`src/rtl/spi_pixel_packer_if.sv`:
```
// spi_pixel_packer_if
//   Groups the byte-side inputs and pixel-side outputs of spi_pixel_packer.
//   Handshake: there is no back-pressure. byte_vld, frame_start, pix_vld and
//   frame_done are single-cycle strobes qualified only by themselves. Data that
//   accompanies a strobe is valid in the cycle the strobe is high. The producer
//   never waits, so the packer must accept or drop every byte on the cycle it
//   arrives.
//   master : drives byte_vld/byte_dat/stream_en/frame_start, observes outputs
//   slave  : the packer itself
interface spi_pixel_packer_if;
    logic        byte_vld;
    logic [7:0]  byte_dat;
    logic        stream_en;
    logic        frame_start;
    logic        pix_vld;
    logic [15:0] pix_dat1;
    logic [15:0] pix_dat2;
    logic [10:0] pixX;
    logic [10:0] pixY;
    logic        frame_done;
    logic        busy;
    logic        ovf;

    modport master (
        output byte_vld, byte_dat, stream_en, frame_start,
        input  pix_vld, pix_dat1, pix_dat2, pixX, pixY, frame_done, busy, ovf
    );

    modport slave (
        input  byte_vld, byte_dat, stream_en, frame_start,
        output pix_vld, pix_dat1, pix_dat2, pixX, pixY, frame_done, busy, ovf
    );
endinterface

```
`src/rtl/spi_pixel_packer.sv`:
```
// spi_pixel_packer
//   Packs groups of six SPI bytes into a stereo RGB565 pixel pair with X/Y
//   coordinates, a frame-end strobe and sticky overrun detection.
//   Ports:
//     clk_p     : system clock, rising edge
//     rst_p     : synchronous active-low reset
//     bus       : spi_pixel_packer_if.slave (byte input, pixel output)
//     dbg_state : current FSM state (0 IDLE, 1 RUN, 2 DONE)
module spi_pixel_packer #(
    parameter int ImageW = 640,
    parameter int ImageH = 480
) (
    input  logic                 clk_p,
    input  logic                 rst_p,
    spi_pixel_packer_if.slave    bus,
    output logic [1:0]           dbg_state
);
    typedef enum logic [1:0] {IDLE = 2'd0, RUN = 2'd1, DONE = 2'd2} state_e;

    localparam logic [10:0] XMax = 11'(ImageW - 1);
    localparam logic [10:0] YMax = 11'(ImageH - 1);

    state_e      state_q, state_d;
    logic [2:0]  bc_q, bc_d;
    // Only bytes b0..b4 need storage; b5 is taken straight from byte_dat.
    logic [7:0]  slot_q [5];
    logic [7:0]  slot_d [5];
    logic [10:0] x_q, x_d;          // position of the next pixel to emit
    logic [10:0] y_q, y_d;
    logic        pix_vld_q, pix_vld_d;
    logic [15:0] pix_dat1_q, pix_dat1_d;
    logic [15:0] pix_dat2_q, pix_dat2_d;
    logic [10:0] pix_x_q, pix_x_d;  // position of the pixel on the outputs
    logic [10:0] pix_y_q, pix_y_d;
    logic        frame_done_q, frame_done_d;
    logic        ovf_q, ovf_d;

    always_comb begin
        state_d      = state_q;
        bc_d         = bc_q;
        slot_d       = slot_q;
        x_d          = x_q;
        y_d          = y_q;
        pix_vld_d    = 1'b0;
        pix_dat1_d   = pix_dat1_q;
        pix_dat2_d   = pix_dat2_q;
        pix_x_d      = pix_x_q;
        pix_y_d      = pix_y_q;
        frame_done_d = 1'b0;
        ovf_d        = ovf_q;

        if (bus.frame_start) begin
            // Arming a frame overrides any same-cycle byte.
            state_d = RUN;
            bc_d    = 3'd0;
            x_d     = 11'd0;
            y_d     = 11'd0;
            ovf_d   = 1'b0;
        end else begin
            case (state_q)
                RUN: begin
                    if (!bus.stream_en) begin
                        bc_d = 3'd0;
                    end else if (bus.byte_vld) begin
                        if (bc_q == 3'd5) begin
                            bc_d       = 3'd0;
                            pix_vld_d  = 1'b1;
                            pix_dat2_d = {slot_q[0][7:3], slot_q[1][7:2], slot_q[2][7:3]};
                            pix_dat1_d = {slot_q[3][7:3], slot_q[4][7:2], bus.byte_dat[7:3]};
                            pix_x_d    = x_q;
                            pix_y_d    = y_q;
                            if (x_q == XMax) begin
                                x_d = 11'd0;
                                if (y_q == YMax) begin
                                    frame_done_d = 1'b1;
                                    state_d      = DONE;
                                end else begin
                                    y_d = y_q + 11'd1;
                                end
                            end else begin
                                x_d = x_q + 11'd1;
                            end
                        end else begin
                            for (int i = 0; i < 5; i++) begin
                                if (bc_q == 3'(i)) slot_d[i] = bus.byte_dat;
                            end
                            bc_d = bc_q + 3'd1;
                        end
                    end
                end
                DONE: begin
                    if (bus.byte_vld) ovf_d = 1'b1;
                end
                default: ;
            endcase
        end
    end

    always_ff @(posedge clk_p) begin
        if (!rst_p) begin
            state_q      <= IDLE;
            bc_q         <= 3'd0;
            for (int i = 0; i < 5; i++) slot_q[i] <= 8'd0;
            x_q          <= 11'd0;
            y_q          <= 11'd0;
            pix_vld_q    <= 1'b0;
            pix_dat1_q   <= 16'd0;
            pix_dat2_q   <= 16'd0;
            pix_x_q      <= 11'd0;
            pix_y_q      <= 11'd0;
            frame_done_q <= 1'b0;
            ovf_q        <= 1'b0;
        end else begin
            state_q      <= state_d;
            bc_q         <= bc_d;
            slot_q       <= slot_d;
            x_q          <= x_d;
            y_q          <= y_d;
            pix_vld_q    <= pix_vld_d;
            pix_dat1_q   <= pix_dat1_d;
            pix_dat2_q   <= pix_dat2_d;
            pix_x_q      <= pix_x_d;
            pix_y_q      <= pix_y_d;
            frame_done_q <= frame_done_d;
            ovf_q        <= ovf_d;
        end
    end

    assign bus.pix_vld    = pix_vld_q;
    assign bus.pix_dat1   = pix_dat1_q;
    assign bus.pix_dat2   = pix_dat2_q;
    assign bus.pixX       = pix_x_q;
    assign bus.pixY       = pix_y_q;
    assign bus.frame_done = frame_done_q;
    assign bus.busy       = (state_q == RUN);
    assign bus.ovf        = ovf_q;
    assign dbg_state      = state_q;
endmodule

```
`src/flat_wrapper.sv`:
```
// flat-port wrapper written by rule: the top's interface ports become plain ports
module spi_pixel_packer_flat 
#(
    parameter int ImageW = 640,
    parameter int ImageH = 480
)
  (clk_p, rst_p, dbg_state, bus_byte_vld, bus_byte_dat, bus_stream_en, bus_frame_start, bus_pix_vld, bus_pix_dat1, bus_pix_dat2, bus_pixX, bus_pixY, bus_frame_done, bus_busy, bus_ovf);
  spi_pixel_packer_if bus_i ();
  input  logic clk_p;
  input  logic rst_p;
  output logic [1:0] dbg_state;
  input wire logic [$bits(bus_i.byte_vld)-1:0] bus_byte_vld;
  input wire logic [$bits(bus_i.byte_dat)-1:0] bus_byte_dat;
  input wire logic [$bits(bus_i.stream_en)-1:0] bus_stream_en;
  input wire logic [$bits(bus_i.frame_start)-1:0] bus_frame_start;
  output wire logic [$bits(bus_i.pix_vld)-1:0] bus_pix_vld;
  output wire logic [$bits(bus_i.pix_dat1)-1:0] bus_pix_dat1;
  output wire logic [$bits(bus_i.pix_dat2)-1:0] bus_pix_dat2;
  output wire logic [$bits(bus_i.pixX)-1:0] bus_pixX;
  output wire logic [$bits(bus_i.pixY)-1:0] bus_pixY;
  output wire logic [$bits(bus_i.frame_done)-1:0] bus_frame_done;
  output wire logic [$bits(bus_i.busy)-1:0] bus_busy;
  output wire logic [$bits(bus_i.ovf)-1:0] bus_ovf;
  assign bus_i.byte_vld = bus_byte_vld;
  assign bus_i.byte_dat = bus_byte_dat;
  assign bus_i.stream_en = bus_stream_en;
  assign bus_i.frame_start = bus_frame_start;
  assign bus_pix_vld = bus_i.pix_vld;
  assign bus_pix_dat1 = bus_i.pix_dat1;
  assign bus_pix_dat2 = bus_i.pix_dat2;
  assign bus_pixX = bus_i.pixX;
  assign bus_pixY = bus_i.pixY;
  assign bus_frame_done = bus_i.frame_done;
  assign bus_busy = bus_i.busy;
  assign bus_ovf = bus_i.ovf;
  spi_pixel_packer #(.ImageW(ImageW), .ImageH(ImageH)) u_core (.clk_p(clk_p), .rst_p(rst_p), .bus(bus_i), .dbg_state(dbg_state));
endmodule
```
`config.mk`:
```
export PLATFORM = sky130hd
export DESIGN_NAME = spi_pixel_packer_flat
export DESIGN_NICKNAME = d
export VERILOG_FILES = /design/src/rtl/spi_pixel_packer_if.sv /design/src/rtl/spi_pixel_packer.sv /design/src/flat_wrapper.sv
export SDC_FILE = /design/constraint.sdc
export NUM_CORES = 1
export LEC_CHECK = 0
export ABC_AREA = 1
export BUFFER_PORTS_ARGS = -buffer_cell sky130_fd_sc_hd__buf_4
export CAP_MARGIN = 20
export CORE_MARGIN = 1
export CORE_UTILIZATION = 40
export CTS_BUF_LIST = sky130_fd_sc_hd__clkbuf_16
export DETAILED_ROUTE_END_ITERATION = 10
export PLACE_DENSITY_LB_ADDON = 0.05
export SYNTH_ARGS = -nofsm -noshare
export SYNTH_HDL_FRONTEND = slang
export SYNTH_SLANG_ARGS = --single-unit
```
`constraint.sdc`:
```
create_clock -name clk_p -period 2.4 [get_ports clk_p]
set_input_delay 0.24 -clock clk_p [delete_from_list [all_inputs] [get_ports clk_p]]
set_output_delay 0.24 -clock clk_p [all_outputs]
set_load 0.01 [all_outputs]
```
==> results.sh, run 1 <==
export IMPL_die_w_um=109
export IMPL_slew_headroom_pct=57.9
export IMPL_r2r_start="u_core.dbg_state[1]"
export IMPL_grtUsageTotal_pct=19.7
export IMPL_netlist_instances=629
export IMPL_yosysTopAreaCell="dfxtp_1"
export IMPL_routed_wl_um=10900
export IMPL_grt_ovfl_total=0
export IMPL_synthToLayoutAreaGrowth_pct=18.5
export IMPL_reg2reg_to="u_core.bus.pix_dat1[6]"
export IMPL_hold_path_end="u_core.slot_q[2]"
export IMPL_core_area_um2=11000
export IMPL_worst_slew_pin_slew_ns=0.631
export IMPL_start_util_pct=41.9
export IMPL_post_cts_buffers=0
export IMPL_grt_pass1_wl_um=18400
export IMPL_min_path_cells=3
export IMPL_dr_first_iter_drc_count=216
export IMPL_cts_tree="built"
export IMPL_powerDensity_nw_per_um2=618
export IMPL_rsz0062_at_grt="no"
export IMPL_power_clock_fraction_pct=42.3
export IMPL_fillCellCount=1123
export IMPL_yosys_top_cells_area="dfxtp_1 (48%), nand2_1 (11%), nand3_1 (8.6%)"
export IMPL_arrival_ns=2.09
export IMPL_first_global_vias=3806
export IMPL_antenna_found_initial=0
export IMPL_setup_viol=0
export IMPL_drive_gt1_share_pct=15.3
export IMPL_r2r_setup_slack_ns=0.58
export IMPL_synth_top_cell_area_share_pct=48.1
export IMPL_num_nets_final=704
export IMPL_routabilityCongestion=0.858
export IMPL_p_sw_mw=0.798
export IMPL_clkLatencyLatePin_ns=0.35
export IMPL_required_ns=2.67
export IMPL_grt_max_degree=61
export IMPL_power_frac_comb_pct=3.2
export IMPL_cts_sinks=111
export IMPL_swShare_pct=23.6
export IMPL_vias=4125
export IMPL_htree_levels=3
export IMPL_ys_types=29
export IMPL_antenna_cells=0
export IMPL_ys_seq_elements=111
export IMPL_dieArea_um2=12000
export IMPL_p_int_mw=2.59
export IMPL_synth_edf_count=0
export IMPL_cp_max_fo=50
export IMPL_portBuffers=70
export IMPL_leakage_nw=2.15
export IMPL_max_vdd_ir_drop_uv=305
export IMPL_cp_end_kind="flop"
export IMPL_ctsResizeCount=0
export IMPL_r2r_cells=9
export IMPL_final_cell_mix="nand2_1 (132), dfxtp_1 (111), nor2_1 (95), nand3_1 (79), buf_4 (78)"
export IMPL_cts_hold_buffers=0
export IMPL_finClkSkew_ns=0.00837
export IMPL_ant_nets=0
export IMPL_yosysWarnings=0
export IMPL_hold_viol=0
export IMPL_drtPass1Iterations=5
export IMPL_avgSynthCellArea_um2=7.35
export IMPL_fin_util_pct=49.7
export IMPL_hold_start="bus_byte_dat[2]"
export IMPL_syn_nets=645
export IMPL_slew_viol_final=0
export IMPL_min_path_type="primary input to flop"
export IMPL_numCtsBuffers=9
export IMPL_cts_buffer_depth=2
export IMPL_fin_crit_ns=1.82
export IMPL_yosys_most_used_dff="dfxtp_1"
export IMPL_ys_seq_area_share_pct=48.1
export IMPL_drv_cap=0
export IMPL_synthArstFlopShare_pct=0
export IMPL_post_route_period_util_pct=75.8
export IMPL_path_class="flop to flop"
export IMPL_drc=0
export IMPL_hpwlAfterDp_um=7520
export IMPL_status="finished, final reports clean"
export IMPL_pwr_share_seq_pct=54.5
export IMPL_cts_root_buf="clkbuf_16"
export IMPL_max_freq_ghz=0.550
export IMPL_via_per_inst=4.95
export IMPL_clk_pin_slew_ns=0.08
export IMPL_syn_area_um2=4620
export IMPL_dieHeight_um=109
export IMPL_whs_ns=0.164
export IMPL_wl_per_cell_um=13.1
export IMPL_cp_start_kind="flop"
export IMPL_num_io_pins=73
export IMPL_std_cell_rows=38
export IMPL_setup_tns_final_ns=0
export IMPL_layout_commonest_cell="nand2_1"
==> registers in the layout (all words and copies together), names as in the netlist, 2 cells and up <==
register             count
u_core.bc_q              3
u_core.bus.pix_dat2     16
u_core.slot_q           27
u_core.y_q              11
u_core.dbg_state         2
u_core.bus.pixX         11
u_core.bus.pix_dat1     16
u_core.x_q              11
u_core.bus.pixY         11
==> metrics by stage <==
| stage | instances | instance area [um^2] | power [mW] | setup slack, ns |
|---|---|---|---|---|
| 2_1_floorplan | 629 | 4620 | 1.95 | 0.910 |
| 3_3_place_gp | 817 | 5200 | 2.00 | 0.624 |
| 3_5_place_dp | 817 | 5200 | 2.00 | 0.561 |
| 4_1_cts | 833 | 5480 | 3.42 | 0.539 |
| 5_1_grt | 833 | 5480 | 3.51 | 0.326 |
| 6_report | 833 | 5480 | 3.39 | 0.581 |
==> worst max path at each step <==
stage,slack (ns),cells after the start,from,endpoint
finish,0.58,9,u_core.dbg_state[1],u_core.bus.pix_dat1[6]
global route,0.33,9,u_core.dbg_state[1],u_core.bus.pixX[5]
CTS,0.54,9,u_core.dbg_state[1],u_core.bus.pix_dat2[0]
detailed placement,0.56,9,u_core.dbg_state[1],u_core.bus.pix_dat2[0]
global placement,0.62,9,bus_stream_en,u_core.bus.pix_dat1[11]
floorplan,0.91,9,u_core.y_q[0],u_core.y_q[5]
==> Yosys cell counts, types with 3 or more instances <==
cell,number
dfxtp_1,111
nand3b_1,3
nand4_1,10
clkbuf_1,12
nor3_1,11
inv_1,40
buf_6,7
xor2_1,3
nand3_1,79
o21ai_0,28
nor2_1,95
inv_2,3
buf_2,8
a21oi_1,67
ha_1,3
buf_4,3
nand2_1,132
==> critical path, cell delays in order, from the launching register on <==
cell and delay (ns):
dfxtp_1 0.33, inv_1 0.07, nand2_1 0.12, nor2_4 0.09, nand2_4 0.20, clkinv_2 0.11
nand2_2 0.11, buf_4 0.45, nand2_1 0.10, a21oi_1 0.16
==> cell type report <==
class                           count  area [um^2]  share of cell area [%]
Sequential cell                   111         2220                    40.6
Multi-Input combinational cell    444         2050                    37.4
Timing Repair Buffer               78          586                    10.7
Clock buffer                        9          225                    4.11
Tap cell                          140          175                    3.20
Inverter                           44          166                    3.04
Clock inverter                      7         56.3                    1.03
==> power groups by stage <==
stage / registers (mW) / logic [mW] / clock network [mW]
after detailed placement: 1.89 / 0.110 / 0
after floorplan: 1.89 / 0.0600 / 0
final: 1.85 / 0.109 / 1.43
after global placement: 1.89 / 0.109 / 0
after global routing: 1.85 / 0.122 / 1.54
after CTS: 1.85 / 0.110 / 1.46
==> routing by layer <==
metal / share of wire (%) / track usage, %
met1: 50 / 27.8
met2: 44 / 30.1
met3: 4.8 / 3.14
met4: 1.5 / 7.33
met5: 0 / 0
==> cells by family (layout without fill, tap and decap cells) <==
group / count (synthesis) / in the layout / synth area share, %
AND/OR/NAND/NOR: 342 / 342 / 32.5
flip-flops: 111 / 111 / 48.1
AO/OA/AOI/OAI: 96 / 96 / 10.4
buffers and inverters: 74 / 138 / 7.63
adder cells (fa/ha/maj): 3 / 3 / 0.812
XOR/XNOR: 3 / 3 / 0.569
(Power assumes the default switching activity.)
==> run 2, diff against run 1 <==
- ABC_AREA: 1 -> 0
- clock period: 2.4 -> 1.5 ns (I/O delays scaled with it)
==> run 2 against run 1 <==
Net effect:
- the flow now finishes with violations (setup timing)
- clock power is 84% higher
- synthesized area is 1.2% lower
- register-to-register slack worse by 0.98 ns
- via count is 5.2% higher
- critical endpoint is now u_core.y_q[9]
- largest cell class is now multi-input combinational cells
- largest power group unchanged
==> results.sh, run 2 <==
export IMPL_antenna_found_initial=0
export IMPL_core_area_um2=11000
export IMPL_instances_no_fill=828
export IMPL_top_register="u_core.slot_q"
export IMPL_routed_wl_um=14700
export IMPL_cp_start_kind="flop"
export IMPL_cts_hold_buffers=0
export IMPL_dieArea_um2=11800
export IMPL_std_cell_rows=38
export IMPL_drtPass1Iterations=7
export IMPL_layout_commonest_cell="buf_4"
export IMPL_first_global_vias=4235
export IMPL_largest_reg_flops=27
export IMPL_arrival_ns=2.19
export IMPL_dieHeight_um=109
export IMPL_grt_max_degree=64
export IMPL_wl_per_cell_um=17.8
export IMPL_start_util_pct=41.6
export IMPL_min_path_type="primary input to flop"
export IMPL_required_ns=1.79
export IMPL_synthArstFlopShare_pct=0
export IMPL_numCtsBuffers=9
export IMPL_cts_tree="built"
export IMPL_cts_buffer_depth=2
export IMPL_cp_end_kind="flop"
export IMPL_drive_gt1_share_pct=54.4
export IMPL_setup_tns_final_ns=-17.48
export IMPL_yosysWarnings=0
export IMPL_syn_nets=525
export IMPL_worst_slew_pin_slew_ns=0.513
export IMPL_synth_edf_count=0
export IMPL_num_io_pins=73
export IMPL_whs_ns=0.0800
export IMPL_synthToLayoutAreaGrowth_pct=70.1
export IMPL_wl_met3_um=652
export IMPL_clk_pin_slew_ns=0.08
export IMPL_setup_viol=106
export IMPL_drc=0
export IMPL_grt_ovfl_total=0
export IMPL_netlist_instances=509
export IMPL_topRoutingLayerUsed="met4"
export IMPL_synth_common_cells="nand2_1 (125), dfxtp_1 (111), a21boi_0 (54)"
export IMPL_portBuffers=70
export IMPL_cts_root_buf="clkbuf_16"
export IMPL_fillCellCount=773
export IMPL_powerDensity_nw_per_um2=754
export IMPL_placed_area_um2=5720
export IMPL_met2_length_um=7140
export IMPL_avgSynthCellArea_um2=8.97
export IMPL_rsz0062_at_grt="yes"
export IMPL_die_w_um=109
export IMPL_ys_types=41
export IMPL_setup_slack_ns=-0.401
export IMPL_grt_pass1_wl_um=21900
export IMPL_wl_met1_um=6560
export IMPL_slew_headroom_pct=65.8
export IMPL_hold_viol=0
export IMPL_routabilityCongestion=0.813
export IMPL_yosys_most_used_dff="dfxtp_1"
export IMPL_cp_max_fo=8
export IMPL_placed_cells=750
export IMPL_finClkSkew_ns=0.0106
export IMPL_min_path_cells=3
export IMPL_yosys_top_cells_area="dfxtp_1 (49%), nand2_1 (10%), a21boi_0 (8.9%)"
export IMPL_ys_seq_elements=111
export IMPL_post_route_period_util_pct=127
export IMPL_ys_seq_area_share_pct=48.7
export IMPL_ant_nets=0
export IMPL_num_nets_final=699
export IMPL_path_class="flop to flop"
export IMPL_yosysMostFrequentCell="nand2_1"
export IMPL_vias=4339
export IMPL_drv_cap=0
export IMPL_htree_levels=3
export IMPL_final_cell_mix="buf_4 (130), dfxtp_1 (104), nand2_2 (52), nand2_1 (48), buf_6 (37)"
export IMPL_syn_area_um2=4570
export IMPL_grtUsageTotal_pct=24.9
export IMPL_via_per_inst=5.24
export IMPL_clkLatencyLatePin_ns=0.36
export IMPL_violations="setup timing"
export IMPL_slew_viol_final=0
export IMPL_antenna_cells=0
export IMPL_fin_crit_ns=1.90
export IMPL_hpwlAfterDp_um=7550
export IMPL_r2r_cells=6
export IMPL_leakage_nw=3.32
export IMPL_yosysTopAreaCell="dfxtp_1"
export IMPL_synth_top_cell_area_share_pct=48.7
export IMPL_cts_sinks=111
export IMPL_dr_first_iter_drc_count=250
export IMPL_max_vdd_ir_drop_uv=858
export IMPL_status="finished, violations left"
export IMPL_final_cell_area_um2=7770
export IMPL_max_freq_ghz=0.526
==> run 2: changes by cell type in the layout (fill, tap and decap cells not counted), moves of 37 or more <==
| cell | delta |
|---|---|
| a21oi_1 | -61 |
| buf_4 | +52 |
| buf_6 | +37 |
| nand2_1 | -84 |
| nand2_2 | +50 |
| nand3_1 | -72 |
| nor2_1 | -80 |
==> run 2: critical path, stage by stage, from the launching register on <==
cell and delay [ns]:
dfxtp_4 0.36, ha_4 0.12, nand4_1 0.17, buf_4 0.21, or3_4 0.38, or4_4 0.43
a21oi_2 0.16
==> run 2: logic make-up (layout without fill, tap and decap cells) <==
logic type | count (synthesis) | count (layout) | share of synthesized area [%]
AO/OA/AOI/OAI | 83 | 83 | 12.8
XOR/XNOR | 7 | 7 | 1.34
adder cells (fa/ha/maj) | 3 | 3 | 0.822
buffers and inverters | 37 | 214 | 3.31
flip-flops | 111 | 111 | 48.7
multiplexers | 31 | 31 | 6.79
AND/OR/NAND/NOR | 237 | 239 | 26.2
==> run 2: per-stage QoR <==
stage | power [mW] | utilization (%) | worst slack (ns)
after floorplan | 3.13 | - | -0.274
after global placement | 3.22 | 52.1 | -0.325
after detailed placement | 3.22 | 52.1 | -0.334
after CTS | 5.83 | 66.6 | -0.263
after global routing | 6.03 | 70.7 | -0.445
final | 5.86 | 70.7 | -0.401
==> run 2: area by class of cell <==
cell class / instances / area (um^2) / share of cell area (%)
clock inverters: 7 / 95.1 / 1.22
flip-flops and latches: 111 / 2240 / 28.8
multi-input cells: 363 / 3030 / 39.0
well taps: 140 / 175 / 2.25
inverters: 4 / 15.0 / 0.193
clock buffers: 9 / 225 / 2.90
repair buffers: 194 / 1990 / 25.6
==> run 2: timing repair <==
item / in CTS / in global routing
pin swaps: 115 / 67
gates cloned: 19 / 0
buffers inserted: 34 / 22
endpoints found under the setup margin: 87 / 106
gates resized for setup: 154 / 122
==> run 2: power breakdown <==
| part | switching, mW | leakage [nW] | internal, mW |
|---|---|---|---|
| logic | 0.139 | 2.27 | 0.135 |
| clock network | 1.16 | 0.157 | 1.47 |
| registers | 0.00526 | 0.898 | 2.95 |
| total | 1.31 | 3.32 | 4.55 |
==> run 2: path summary, 6_finish.rpt <==
check                         startpoint  slack [ns]                     end
setup / recovery           u_core.x_q[1]       -0.40           u_core.y_q[9]
hold / removal           bus_byte_dat[2]        0.08       u_core.slot_q[26]
setup reg to reg           u_core.x_q[1]       -0.40           u_core.y_q[9]
hold reg to reg   u_core.bus.pix_dat2[0]        0.46  u_core.bus.pix_dat2[0]
==> run 2: metal layers <==
| metal | GRT usage [%] | vias to the layer above |
|---|---|---|
| met1 | 31.8 | 2109 |
| met4 | 12.3 | 0 |
| met5 | 0 | - |
| met2 | 40.2 | 106 |
| met3 | 4.90 | 24 |
| li1 | - | 2100 |
